`src/rtl/fpu_req_arb.sv`:
```
`default_nettype none
// +----------------------------------------------------------------------------+
// | Module   : fpu_req_arb                                                     |
// | Purpose  : Round-robin arbiter sharing one FPU between NREQ requesters.    |
// |            One operation in flight at a time; the granted payload is held  |
// |            on the FPU inputs until the FPU result handshake completes,     |
// |            and the result/fflags are routed back to the owner.            |
// | Ports    : i_clk/i_rst         clock, synchronous active-high reset       |
// |            i_req_* / o_req_*   per-requester request channel (packed)     |
// |            o_rsp_* / i_rsp_*   per-requester response channel             |
// |            o_fpu_* / i_fpu_*   FPU input/output handshakes and payload    |
// |            o_busy, o_owner     status: not idle, current grant index      |
// | Revision : 1.0  initial release                                           |
// +----------------------------------------------------------------------------+
module fpu_req_arb #(
  parameter int NREQ = 2,
  parameter int FLEN = 32,
  parameter int OPW  = 20,
  parameter int IDW  = (NREQ > 2) ? $clog2(NREQ) : 1
) (
  input  logic                   i_clk,
  input  logic                   i_rst,
  input  logic [NREQ-1:0]        i_req_valid,
  output logic [NREQ-1:0]        o_req_ready,
  input  logic [NREQ*3*FLEN-1:0] i_req_rs,
  input  logic [NREQ*OPW-1:0]    i_req_op,
  input  logic [NREQ*3-1:0]      i_req_rm_inst,
  input  logic [NREQ*3-1:0]      i_req_rm_fcsr,
  output logic [NREQ-1:0]        o_rsp_valid,
  input  logic [NREQ-1:0]        i_rsp_ready,
  output logic [FLEN-1:0]        o_rsp_result,
  output logic [4:0]             o_rsp_fflags,
  output logic [3*FLEN-1:0]      o_fpu_rs,
  output logic [OPW-1:0]         o_fpu_op,
  output logic [2:0]             o_fpu_rm_inst,
  output logic [2:0]             o_fpu_rm_fcsr,
  output logic                   o_fpu_in_valid,
  input  logic                   i_fpu_in_ready,
  input  logic                   i_fpu_out_valid,
  output logic                   o_fpu_out_ready,
  input  logic [FLEN-1:0]        i_fpu_result,
  input  logic [4:0]             i_fpu_fflags,
  output logic                   o_busy,
  output logic [IDW-1:0]         o_owner
);

  localparam logic [1:0] c_IDLE  = 2'd0;
  localparam logic [1:0] c_ISSUE = 2'd1;
  localparam logic [1:0] c_WAIT  = 2'd2;
  localparam logic [1:0] c_RESP  = 2'd3;

  // One extra bit so prio + offset never overflows before the wrap.
  localparam logic [IDW:0]    c_NREQ = NREQ[IDW:0];
  localparam logic [NREQ-1:0] c_ONE  = {{(NREQ-1){1'b0}}, 1'b1};

  logic [1:0]        state_q,  state_d;
  logic [IDW-1:0]    owner_q,  owner_d;
  logic [IDW-1:0]    prio_q,   prio_d;
  logic [3*FLEN-1:0] rs_q,     rs_d;
  logic [OPW-1:0]    op_q,     op_d;
  logic [2:0]        rmi_q,    rmi_d;
  logic [2:0]        rmf_q,    rmf_d;
  logic [FLEN-1:0]   result_q, result_d;
  logic [4:0]        fflags_q, fflags_d;

  logic [3*FLEN-1:0] w_req_rs  [NREQ];
  logic [OPW-1:0]    w_req_op  [NREQ];
  logic [2:0]        w_req_rmi [NREQ];
  logic [2:0]        w_req_rmf [NREQ];

  logic              w_grant_found;
  logic [IDW-1:0]    w_grant_idx;
  logic [IDW:0]      w_scan;
  logic [IDW:0]      w_next;
  logic              w_accept;

  for (genvar r = 0; r < NREQ; r++) begin : g_unpack
    assign w_req_rs[r]  = i_req_rs[r*3*FLEN +: 3*FLEN];
    assign w_req_op[r]  = i_req_op[r*OPW +: OPW];
    assign w_req_rmi[r] = i_req_rm_inst[r*3 +: 3];
    assign w_req_rmf[r] = i_req_rm_fcsr[r*3 +: 3];
  end

  // Scan offsets from the far end down to 0 so that the last hit written,
  // which wins, is the one closest to prio in wraparound order.
  always_comb begin
    w_grant_found = 1'b0;
    w_grant_idx   = '0;
    w_scan        = '0;
    for (int i = NREQ - 1; i >= 0; i--) begin
      w_scan = {1'b0, prio_q} + i[IDW:0];
      if (w_scan >= c_NREQ) begin
        w_scan = w_scan - c_NREQ;
      end
      if (i_req_valid[w_scan[IDW-1:0]]) begin
        w_grant_found = 1'b1;
        w_grant_idx   = w_scan[IDW-1:0];
      end
    end
  end

  // Reset gates the accept so nothing is taken while the block is clearing.
  assign w_accept = (state_q == c_IDLE) && w_grant_found && !i_rst;
  assign w_next   = {1'b0, w_grant_idx} + {{IDW{1'b0}}, 1'b1};

  always_comb begin
    state_d  = state_q;
    owner_d  = owner_q;
    prio_d   = prio_q;
    rs_d     = rs_q;
    op_d     = op_q;
    rmi_d    = rmi_q;
    rmf_d    = rmf_q;
    result_d = result_q;
    fflags_d = fflags_q;
    case (state_q)
      c_IDLE: begin
        if (w_accept) begin
          owner_d = w_grant_idx;
          prio_d  = (w_next == c_NREQ) ? '0 : w_next[IDW-1:0];
          rs_d    = w_req_rs[w_grant_idx];
          op_d    = w_req_op[w_grant_idx];
          rmi_d   = w_req_rmi[w_grant_idx];
          rmf_d   = w_req_rmf[w_grant_idx];
          state_d = c_ISSUE;
        end
      end
      c_ISSUE: begin
        if (i_fpu_in_ready) begin
          // A combinational FPU can answer in the issue cycle itself.
          if (i_fpu_out_valid) begin
            result_d = i_fpu_result;
            fflags_d = i_fpu_fflags;
            state_d  = c_RESP;
          end else begin
            state_d  = c_WAIT;
          end
        end
      end
      c_WAIT: begin
        if (i_fpu_out_valid) begin
          result_d = i_fpu_result;
          fflags_d = i_fpu_fflags;
          state_d  = c_RESP;
        end
      end
      c_RESP: begin
        if (i_rsp_ready[owner_q]) begin
          state_d = c_IDLE;
        end
      end
      default: state_d = c_IDLE;
    endcase
  end

  always_ff @(posedge i_clk) begin
    if (i_rst) begin
      state_q  <= c_IDLE;
      owner_q  <= '0;
      prio_q   <= '0;
      rs_q     <= '0;
      op_q     <= '0;
      rmi_q    <= '0;
      rmf_q    <= '0;
      result_q <= '0;
      fflags_q <= '0;
    end else begin
      state_q  <= state_d;
      owner_q  <= owner_d;
      prio_q   <= prio_d;
      rs_q     <= rs_d;
      op_q     <= op_d;
      rmi_q    <= rmi_d;
      rmf_q    <= rmf_d;
      result_q <= result_d;
      fflags_q <= fflags_d;
    end
  end

  assign o_req_ready     = w_accept ? (c_ONE << w_grant_idx) : '0;
  assign o_rsp_valid     = (state_q == c_RESP) ? (c_ONE << owner_q) : '0;
  assign o_rsp_result    = result_q;
  assign o_rsp_fflags    = fflags_q;
  // The FPU steers its output by the op, so the payload stays registered.
  assign o_fpu_rs        = rs_q;
  assign o_fpu_op        = op_q;
  assign o_fpu_rm_inst   = rmi_q;
  assign o_fpu_rm_fcsr   = rmf_q;
  assign o_fpu_in_valid  = (state_q == c_ISSUE);
  assign o_fpu_out_ready = (state_q == c_ISSUE) || (state_q == c_WAIT);
  assign o_busy          = (state_q != c_IDLE);
  assign o_owner         = owner_q;

endmodule
`default_nettype wire
```
`config.mk`:
```
export PLATFORM = sky130hd
export DESIGN_NAME = fpu_req_arb
export DESIGN_NICKNAME = d
export VERILOG_FILES = /design/src/rtl/fpu_req_arb.sv
export SDC_FILE = /design/constraint.sdc
export NUM_CORES = 1
export LEC_CHECK = 0
export BUFFER_PORTS_ARGS = -buffer_cell sky130_fd_sc_hd__buf_2
export CORE_AREA = 5 5 172 174
export CTS_BUF_LIST = sky130_fd_sc_hd__clkbuf_8
export DETAILED_ROUTE_END_ITERATION = 8
export DIE_AREA = 0 0 177 179
export SYNTH_ARGS = -nofsm -noshare
export SYNTH_HDL_FRONTEND = slang
export SYNTH_SLANG_ARGS = --single-unit
```
`constraint.sdc`:
```
create_clock -name i_clk -period 2.7 [get_ports i_clk]
set_input_delay 0.54 -clock i_clk [delete_from_list [all_inputs] [get_ports i_clk]]
set_output_delay 0.54 -clock i_clk [all_outputs]
set_load 0.02 [all_outputs]
```
==> results.json <==
{
  "status": "finished with violations",
  "violations": "design-rule violations",
  "skew_ns": 0.0179,
  "p_per_area_nw_per_um2": 899,
  "detail-route-antenna-nets": 0,
  "grt_first_pass_wirelength_um": 38300,
  "drc": 2,
  "layout-drive-gt1-share_pct": 47.9,
  "rsz0062_at_grt": "no",
  "critical_path_class": "flip-flop to primary output",
  "dr_total_vias": 6803,
  "most-common-layout-cells": "buf_2 (454), dfxtp_1 (163), nor2_1 (124)",
  "fin_setup_tns_ns": 0,
  "setup_violations": 0,
  "core_um2": 27600,
  "port-buffer-count": 455,
  "min_period_over_period_pct": 93.2,
  "arrival_ns": 1.98,
  "overflow": 0,
  "cts_root_buffer": "clkbuf_8",
  "required_ns": 2.16,
  "via_per_inst": 4.75,
  "critPathLaunchType": "flip-flop",
  "grt_max_degree": 87,
  "dieHeight_um": 179,
  "max-slew-margin-rel_pct": 20.6,
  "die_x_um": 177,
  "clock-sinks": 163,
  "power_mw": 8.04,
  "min_delay_path_depth": 3,
  "yosysUniqueCellTypes": 26,
  "met3_usage_pct": 5.40,
  "ys_seq_elements": 163,
  "cts_tree": "done",
  "antenna_found_initial": 0,
  "r2r_cells": 8,
  "period_minus_slack_ns": 2.52,
  "yosys_warnings": 0,
  "grtUsageTotal_pct": 15.5,
  "dp_hpwl_um": 19800,
  "die-area_um2": 31700,
  "hold_buffers": 0,
  "ir_drop_mv": 0.402,
  "final_common_cell": "buf_2",
  "drv_slew": 0,
  "yosysSeqAreaShare_pct": 54.8,
  "grt_pass1_vias": 6739,
  "wl_um": 26700,
  "cp_max_fo": 6,
  "netlist_area_um2": 5950,
  "start_util_pct": 21.5,
  "maxCapViolCount": 0,
  "grt.busiest_layer": "met2",
  "firstDrtPassIters": 9,
  "grtUsageMet1_pct": 18.5,
  "clock_path_buffers": 2,
  "min_path_type": "input port to flip-flop",
  "avgSynthCellArea_um2": 9.63,
  "met2_usage_pct": 26.7,
  "synthCells": 618,
  "htree_levels": 4,
  "cts_buffers": 17,
  "tightest_slew_ns": 1.19,
  "synthesis.nets": 912,
  "nNetsFinal": 1334,
  "io_pins": 456,
  "syn_to_final_growth_pct": 50.2,
  "fmaxAchievable_ghz": 0.397,
  "p_leak_nw": 4.29,
  "drtIter0Drc": 825,
  "antenna_cells": 0,
  "rows": 61,
  "final-hold-violation-count": 0,
  "clk_pin_slew_ns": 0.11,
  "clkLatencyLatePin_ns": 0.45,
  "gp_congestion": 0.821,
  "end_kind": "primary output",
  "avgRoutedWirePerCell_um": 18.6
}
-- cell usage after synthesis --
library cell / count / area, um2
nor2_1: 124 / 465
mux2i_1: 1 / 10.0
nor2b_1: 2 / 12.5
a211oi_2: 1 / 12.5
and3_1: 2 / 12.5
nand3_1: 2 / 10.0
buf_2: 17 / 85.1
nand2_1: 77 / 289
o21ba_2: 1 / 10.0
a21oi_1: 40 / 200
nor3_2: 1 / 10.0
nand2b_1: 1 / 6.26
inv_1: 4 / 15.0
o221a_2: 1 / 11.3
and2_1: 1 / 6.26
dfxtp_1: 163 / 3260
ha_1: 5 / 62.6
o21ai_1: 1 / 5.00
a222oi_1: 122 / 1220
a311oi_1: 1 / 8.76
o211ai_1: 1 / 7.51
clkbuf_1: 36 / 135
buf_1: 4 / 15.0
a21o_1: 1 / 7.51
a211oi_1: 2 / 15.0
buf_4: 7 / 52.6
-- critical path, stage by stage, from the launching register on --
cell	delay [ns]
dfxtp_1	0.34
inv_1	0.15
ha_2	0.33
nand2_1	0.14
nor3_4	0.34
buf_2	0.24
-- timing repair --
item / in CTS / in global routing
pin swaps: 1 / 0
hold endpoints to repair: 0 / 0
setup endpoints to repair: 1 / 12
buffers inserted: 1 / 0
resized for setup: 0 / 1
cloned: 0 / 0
-- cell families after synthesis --
family / share of synthesized area [%]
AO/OA/AOI/OAI: 25.2
flip-flops: 54.8
multiplexers: 0.168
adder cells (fa/ha/maj): 1.05
AND/OR/NAND/NOR: 13.6
buffers and inverters: 5.09
-- where the power goes --
part,switching (mW),internal (mW)
Clock,1.03,0.693
Combinational,2.13,1.11
Sequential,0.237,2.83
-- routing by layer --
metal	vias to the layer above	routed length (um)
li1	3207	-
met1	3187	10300
met2	389	13000
met3	20	2810
met4	0	456
met5	-	0
-- sequential cells by signal (all words and copies together) (netlist names) --
register and flops:
state_q 2, o_fpu_rm_fcsr 3, prio_q 1, o_fpu_rm_inst 3, o_fpu_op 20, o_owner 1, o_rsp_result 32, o_fpu_rs 96
o_rsp_fflags 5
-- final cells by class --
cell class,instances,area (um2)
repair buffers,467,2410
inverters,4,15.0
multi-input cells,387,2410
flip-flops and latches,163,3260
well taps,378,473
clock inverters,14,118
fillers,2992,18700
clock buffers,18,248
-- worst paths after layout --
kind	startpoint	to	slack, ns
min	i_fpu_result[15]	o_rsp_result[15]	0.31
max	state_q[0]	o_req_ready[1]	0.18
max reg2reg	state_q[0]	o_fpu_rs[11]	0.26
min reg2reg	o_rsp_fflags[3]	o_rsp_fflags[3]	0.45
-- metrics by stage --
step | instance area [um2] | util, % | setup WS, ns | std cells | hold WS (ns)
final | 8940 | 32.4 | 0.183 | 1431 | 0.315
after global routing | 8940 | 32.4 | 0.0153 | 1431 | 0.269
after CTS | 8940 | 32.3 | 0.0106 | 1431 | 0.267
after detailed placement | 8560 | 31.0 | 0.143 | 1398 | 0.444
after global placement | 8560 | 31.0 | 0.220 | 1398 | 0.439
after floorplan | 5950 | - | 0.736 | 618 | 0.491
No activity file was read; power rests on OpenSTA's default activity.
